`config.mk`:
```
export PLATFORM = sky130hd
export DESIGN_NAME = router_dest_rx
export DESIGN_NICKNAME = d
export VERILOG_FILES = /design/src/rtl/router_dest_rx.sv
export SDC_FILE = /design/constraint.sdc
export NUM_CORES = 1
export LEC_CHECK = 0
export ABC_AREA = 1
export BUFFER_PORTS_ARGS = -buffer_cell sky130_fd_sc_hd__clkbuf_2
export CORE_ASPECT_RATIO = 2
export CORE_MARGIN = 4
export CORE_UTILIZATION = 58
export CTS_BUF_LIST = sky130_fd_sc_hd__clkbuf_8
export DETAILED_ROUTE_END_ITERATION = 8
export HOLD_SLACK_MARGIN = 0.15
export PLACE_DENSITY = 0.8
export REMOVE_ABC_BUFFERS = 1
export SLEW_MARGIN = 20
export SYNTH_ARGS = -nofsm -noshare
export SYNTH_HDL_FRONTEND = slang
export SYNTH_SLANG_ARGS = --single-unit
export TNS_END_PERCENT = 50
```
`constraint.sdc`:
```
create_clock -name clock -period 2.3 [get_ports clock]
set_input_delay 0.345 -clock clock [delete_from_list [all_inputs] [get_ports clock]]
set_output_delay 0.345 -clock clock [all_outputs]
set_load 0.005 [all_outputs]
```
`src/rtl/router_dest_rx.sv`:
```
// router_dest_rx: destination-side reader for one router output FIFO.
// Drains packets (header, payload, parity), checks parity and address,
// and delivers bytes to the client with sop/eop framing.
// Optional macro STATS_EN adds saturating packet/error/abort counters.
module router_dest_rx #(
  parameter logic [1:0]  PORT_ID = 2'd0,
  parameter int unsigned CNT_W   = 16
) (
  input  logic             clock,
  input  logic             resetn,
  input  logic             soft_reset,
  input  logic             fifo_empty,
  input  logic [7:0]       fifo_data,
  input  logic             client_ready,
  output logic             read_enb,
  output logic [7:0]       byte_out,
  output logic             byte_valid,
  output logic             sop,
  output logic             eop,
  output logic [5:0]       pkt_len,
  output logic [1:0]       pkt_addr,
  output logic             pkt_done,
  output logic             parity_err,
  output logic             addr_err,
  output logic             pkt_abort,
`ifdef STATS_EN
  output logic [CNT_W-1:0] pkt_count,
  output logic [CNT_W-1:0] err_count,
  output logic [CNT_W-1:0] abort_count,
`endif
  output logic             busy
);

  // 7-bit read/return counters so a 63-byte payload plus parity never wraps
  localparam int unsigned CW = 7;

  typedef enum logic [1:0] {IDLE, HDR, BODY, DONE} state_t;

  state_t          state;
  logic            rd_d;
  logic [5:0]      len;
  logic [1:0]      addr;
  logic [7:0]      parity_acc;
  logic [CW-1:0]   issued;
  logic [CW-1:0]   rcvd;

  logic            rd_acc;
  logic            kill;
  logic            last_byte;
  logic [CW-1:0]   len_ext;

  assign len_ext   = CW'(len);
  assign rd_acc    = read_enb & ~fifo_empty;
  // soft reset only aborts while a packet is actually in flight
  assign kill      = soft_reset & ((state == HDR) | (state == BODY));
  assign last_byte = rd_d & (state == BODY) & (rcvd == len_ext);

  assign byte_out   = fifo_data;
  assign byte_valid = rd_d & ~kill;
  assign sop        = rd_d & ~kill & (state == HDR);
  assign eop        = last_byte & ~kill;
  assign pkt_len    = len;
  assign pkt_addr   = addr;

  // Read issue: header from IDLE, payload+parity from BODY, never when empty
  always_comb begin
    read_enb = 1'b0;
    case (state)
      IDLE:    read_enb = ~fifo_empty & client_ready & ~soft_reset;
      BODY:    read_enb = ~fifo_empty & client_ready & ~soft_reset &
                          (issued < (len_ext + CW'(1)));
      default: read_enb = 1'b0;
    endcase
  end

  // Packet FSM with registered status pulses
  always_ff @(posedge clock) begin
    if (!resetn) begin
      state      <= IDLE;
      rd_d       <= 1'b0;
      len        <= '0;
      addr       <= '0;
      parity_acc <= '0;
      issued     <= '0;
      rcvd       <= '0;
      pkt_done   <= 1'b0;
      parity_err <= 1'b0;
      addr_err   <= 1'b0;
      pkt_abort  <= 1'b0;
      busy       <= 1'b0;
    end else begin
      rd_d       <= rd_acc;
      pkt_done   <= 1'b0;
      parity_err <= 1'b0;
      addr_err   <= 1'b0;
      pkt_abort  <= 1'b0;
      if (kill) begin
        state      <= IDLE;
        issued     <= '0;
        rcvd       <= '0;
        parity_acc <= '0;
        busy       <= 1'b0;
        pkt_abort  <= 1'b1;
      end else begin
        case (state)
          IDLE: begin
            if (rd_acc) begin
              state <= HDR;
              busy  <= 1'b1;
            end
          end
          HDR: begin
            if (rd_d) begin
              len        <= fifo_data[7:2];
              addr       <= fifo_data[1:0];
              parity_acc <= fifo_data;
              issued     <= '0;
              rcvd       <= '0;
              state      <= BODY;
            end
          end
          BODY: begin
            if (rd_acc) issued <= issued + CW'(1);
            if (rd_d) begin
              rcvd <= rcvd + CW'(1);
              if (rcvd < len_ext) begin
                parity_acc <= parity_acc ^ fifo_data;
              end else begin
                state      <= DONE;
                pkt_done   <= 1'b1;
                parity_err <= (parity_acc != fifo_data);
                addr_err   <= (addr != PORT_ID);
                busy       <= 1'b0;
              end
            end
          end
          DONE:    state <= IDLE;
          default: state <= IDLE;
        endcase
      end
    end
  end

`ifdef STATS_EN
  // Saturating statistics; cleared only by resetn
  always_ff @(posedge clock) begin
    if (!resetn) begin
      pkt_count   <= '0;
      err_count   <= '0;
      abort_count <= '0;
    end else begin
      if (pkt_done && (pkt_count != '1))
        pkt_count <= pkt_count + CNT_W'(1);
      if (pkt_done && (parity_err || addr_err) && (err_count != '1))
        err_count <= err_count + CNT_W'(1);
      if (pkt_abort && (abort_count != '1))
        abort_count <= abort_count + CNT_W'(1);
    end
  end
`else
  logic [CNT_W-1:0] unused_cnt_w;
  assign unused_cnt_w = '0;
`endif

endmodule

```
Yosys cells after proc, flatten, opt, wreduce, memory -nomap -nowiden
Index checks and enable logic that the tools add are counted.

Logic and storage cells: 80. Output and inout port bits: 25. Flip-flop bits (word level): 38.

Eq/ne operators: 11. Bitwise operators: 18. Magnitude comparators: 2. Reductions and logical operators: 13. Multiplexer cells: 21. Add/sub/neg operators: 3.

Operators by type and width (count): $pmux 7 s2 (2); $mux 8 (3); $mux 7 (3); $pmux 8 s2 (1); $add 7x1->7 const B (2); $reduce_and 4->1 (3); $and 1x1->1 (10); $ne 2x2->1 const B (5); $reduce_and 3->1 (3); $mux 2 (4); $ne 8x8->1 (1); $pmux 2 s4 (1); $xor 8x8->8 (1); $add 6x1->7 const B (1); $eq 7x6->1 (1); $lt 7x6->1 (1); $lt 7x7->1 (1); $not 1->1 (6); $reduce_bool 2->1 (3); $mux 1 (5); $reduce_or 5->1 (1); $eq 2x2->1 const B (2); $pmux 1 s2 (2); $reduce_or 4->1 (1); 5 further kinds (5).

Longest topological paths before layout
Depth in word-level cells: 8. Gate-level depth with buffers: 13. Depth with buffers taken out: 13.

Worst setup path before layout
Ideal clock, no wire load.

Kind: flip-flop to output port. Start: register len[0] (netlist: pkt_len[0]). End: output read_enb. Slack: 342 ps. Stages on the path, launching flop included: 12. Arrival time: 1613 ps. Path buffers: 0. Data required time: 1955 ps. Cells stage by stage: dfxtp_1 -> ha_1 -> nand3_1 -> xor2_1 -> ha_1 -> nand2_1 -> nand2_1 -> a21oi_1 -> nand2_1 -> nand2_1 -> nand2_1 -> inv_1.

Word-level cells in the longest chain between the ends: 4.

RTL lines: start: declaration (line 41) `logic [5:0] len;`; start signal: assignment (line 114) `len <= fifo_data[7:2];`; $add 6x1->7 (line 71) `(issued < (len_ext + CW'(1)));`; $lt 7x7->1 (line 71); $and 1x1->1 (line 70) `BODY: read_enb = ~fifo_empty & client_ready & ~soft_reset &`; $pmux 1 s2 (line 68) `case (state)`; end: declaration (line 15) `output logic read_enb,`.

Every way passes these cells.

Worst setup path after layout
Start: register len[2] (netlist: pkt_len[2]). End: output read_enb.

Same word-level chain as after synthesis.

==> results.md <==
- Crit path DAT: 2.04 ns
- Hold EP: pkt_len[4]
- R2R cell count: 12
- Top post-synthesis cells by area: dfxtp_1, nand2_1, ha_1, a21oi_1, nand3_1
- Post-DP HPWL: 4250 um
- Io pins: 38
- RSZ-0062 raised after global routing: true
- Hold-critical path depth: 3
- Post-synth EDFFs: 0
- CTS H-tree depth: 2
- CTS tree: done
- Die Area: 0.00520 mm^2
- #FFs+latches synth: 38
- Global-route wire length before repair: 9870 um
- Failing checks: negative setup slack
- Longest Clk Path Bufs: 2
- Ys flop type: dfxtp_1
- Crit Reg-Reg Endpoint: issued[6]
- Vias: 2320
- Hold WC Path Type: in -> reg
- Drt total wl: 5930 um
- Yosys top cell by area: dfxtp_1
- Synth cell types: 35
- Fin crit share: 104%
- Crit. End Element: output pin
- Rel. slew slack: 73.2%
- Slowest stage cell, crit path: dfxtp_4
- Core footprint: 0.00388 mm^2
- Largest delay share family, worst path: simple AND/OR/NAND/NOR gates
- Worst-path maximum fanout: 3
- Clk_skew: 0.00656 ns
- Max_cap viols: 0
- Finished Layout Cells: 423
- Final-report hold violation count: 0
- Clock sink count: 38
- Worst-Skew Late Latency: 0.29 ns
- Fmax: 419 MHz
- Post-CTS Hold Buffers: 0
- Routed Antenna Nets: 0
- Final worst setup slack: -0.0846 ns
- CP required: 1.96 ns
- Total GRT Usage: 24.7%
- Per-cell routed wire length: 14.0 um
- Fin. max-slew vios: 0
- Grt total ovfl: 0
- PwrDens: 723 mW/mm^2
- Max VDD drop: 0.000670 V
- Syn_area_per_cell: 7.12 um^2
- Status: finished, violations left
- FFs w/ async S/R, synth: 0%
- Layout cells sized above 1: 24.5%
- Synthesis Warnings: 0
- Critical-path cell list: nand3_2 -> nor3_2 -> xor2_1 -> ha_1 -> nand2_1 -> inv_1 -> a21oi_2 -> nand2_1 -> nand2_2 -> nand2_2 -> inv_1 -> clkbuf_2
- Static Leakage: 1.22 nW
- Largest net degree at the start of global routing: 22
- Height of the chip: 98.0 um
- Dpl cells: 409
- Clk root buf: clkbuf_8
- Gate Count Post-Synth: 330
- Sequential area share after synthesis: 32.4%
- Met2 WL: 3420 um
- Setup CP Type: reg -> out
- Gp weighted congestion: 0.857
- Cts bufs inserted: 5
- TritonRoute pass-1 iters: 4
- Crit path time final: 2.38 ns
- Initial core utilization: 60.5%
- 1st-iter DRT viols: 57
- Post-Synthesis Cell Area: 0.00235 mm^2
- Max incr delay on CP: 0.38 ns
- # setup viols final: 1
- Standard-cell rows: 32
- R2R Setup Slk: 0.16 ns
- Area share of the largest cell type after synthesis: 32.4%
- Vias per Instance: 5.48
- Worst-path clk slew: 0.08 ns
- Worst reg2reg path startpoint: pkt_len[2]
- WP buf/inv: 3
- Initial antenna violation count: 0
- WL met3: 236 um
- Startpoint Class: flip-flop
- Nets: 402
- Chip width: 53.0 um
- Vias in the first global route: 2292
- DRC viols: 0
- Final hold slack: 0.377 ns
- Met1 wire length: 2030 um
- Top Layer Used: met4
- Worst-margin pin slew: 0.398 ns
- IO Port Bufs: 37
- Area Growth Syn to Fin: 19.9%
- Antenna Cells: 0
- Hold path start: fifo_data[6]
[placed cells by master (no fill, tap or decap), types with 5 or more instances in the layout]
master / synthesis / routed
clkbuf_2: 0 / 37
nor2_1: 22 / 20
nand2_1: 78 / 73
ha_1: 18 / 16
xor2_1: 14 / 13
clkbuf_8: 0 / 6
o21ai_0: 10 / 10
dfxtp_1: 38 / 33
inv_2: 4 / 5
inv_1: 34 / 33
a21oi_1: 37 / 36
buf_4: 9 / 10
nand3_1: 33 / 31
nand2_2: 2 / 7
[how the worst max path moves through the flow]
stage | startpoint | endpoint | slack (ns) | cells past startpoint
floorplan | pkt_len[0] | read_enb | 0.33 | 12
global placement | pkt_len[0] | read_enb | 0.18 | 13
detailed placement | pkt_len[0] | read_enb | 0.14 | 13
CTS | pkt_len[1] | read_enb | -0.06 | 13
global route | pkt_len[2] | read_enb | -0.22 | 12
finish | pkt_len[2] | read_enb | -0.08 | 12
[power breakdown]
group / switching (mW) / internal [mW] / leakage [nW]
combinational: 0.412 / 0.203 / 0.835
sequential: 0.0264 / 0.687 / 0.310
clock: 0.248 / 0.463 / 0.0714
total: 0.686 / 1.35 / 1.22
[sequential cells by signal (all words and copies together) (netlist names)]
register    cells
pkt_len         6
pkt_done        1
issued          7
pkt_abort       1
rd_d            1
busy            1
addr_err        1
parity_acc      8
pkt_addr        2
rcvd            7
state           2
parity_err      1
[synth_stat cells (3+ instances only)]
library cell and n:
nand2_1 78, dfxtp_1 38, a21oi_1 37, inv_1 34
nand3_1 33, nor2_1 22, ha_1 18, xor2_1 14
o21ai_0 10, buf_4 9, inv_2 4, nor3_1 3
o21ai_1 3
[area by class of cell]
cell class	count	area [um^2]
Fill cell	325	1060
Clock inverter	2	60.1
Clock buffer	6	82.6
Inverter	39	146
Timing Repair Buffer	47	260
Multi-Input combinational cell	240	1430
Tap cell	51	63.8
Sequential cell	38	774
[tightest hold or removal path, delay by kind of cell]
family,cells,cell delay [ns]
AO/OA/AOI/OAI,2,0.17
buffers and inverters,1,0.11
[cell families after synthesis]
logic type / after synthesis / synth area share [%]
AO/OA/AOI/OAI: 58 / 14.3
adder cells (fa/ha/maj): 18 / 9.58
flip-flops: 38 / 32.4
buffers and inverters: 52 / 10.0
XOR/XNOR: 15 / 5.59
AND/OR/NAND/NOR: 149 / 28.2
[per-stage QoR]
stage          setup TNS [ns]  area, um^2  util (%)  total power [mW]  setup WS (ns)
6_report              -0.0846        2820      72.6              2.04        -0.0846
5_1_grt                -0.341        2820      72.6              2.15         -0.220
4_1_cts               -0.0561        2750      70.8              2.02        -0.0561
3_5_place_dp                0        2540      65.4              1.31          0.144
3_3_place_gp                0        2540      65.4              1.30          0.176
2_1_floorplan               0        2260         -              1.14          0.331
[timing repair]
item / in CTS / in global routing
endpoints found under the hold margin: 0 / 0
resized for setup: 9 / 16
setup buffers: 5 / 1
pin swaps: 3 / 11
setup endpoints to repair: 1 / 2
[metal layers]
| metal | up-vias | GRT usage, % |
|---|---|---|
| met5 | - | 0 |
| met4 | 0 | 15.0 |
| met3 | 21 | 3.97 |
| met2 | 68 | 44.9 |
| met1 | 1077 | 24.4 |
| li1 | 1154 | - |
Power figures use the tool's default switching activity.
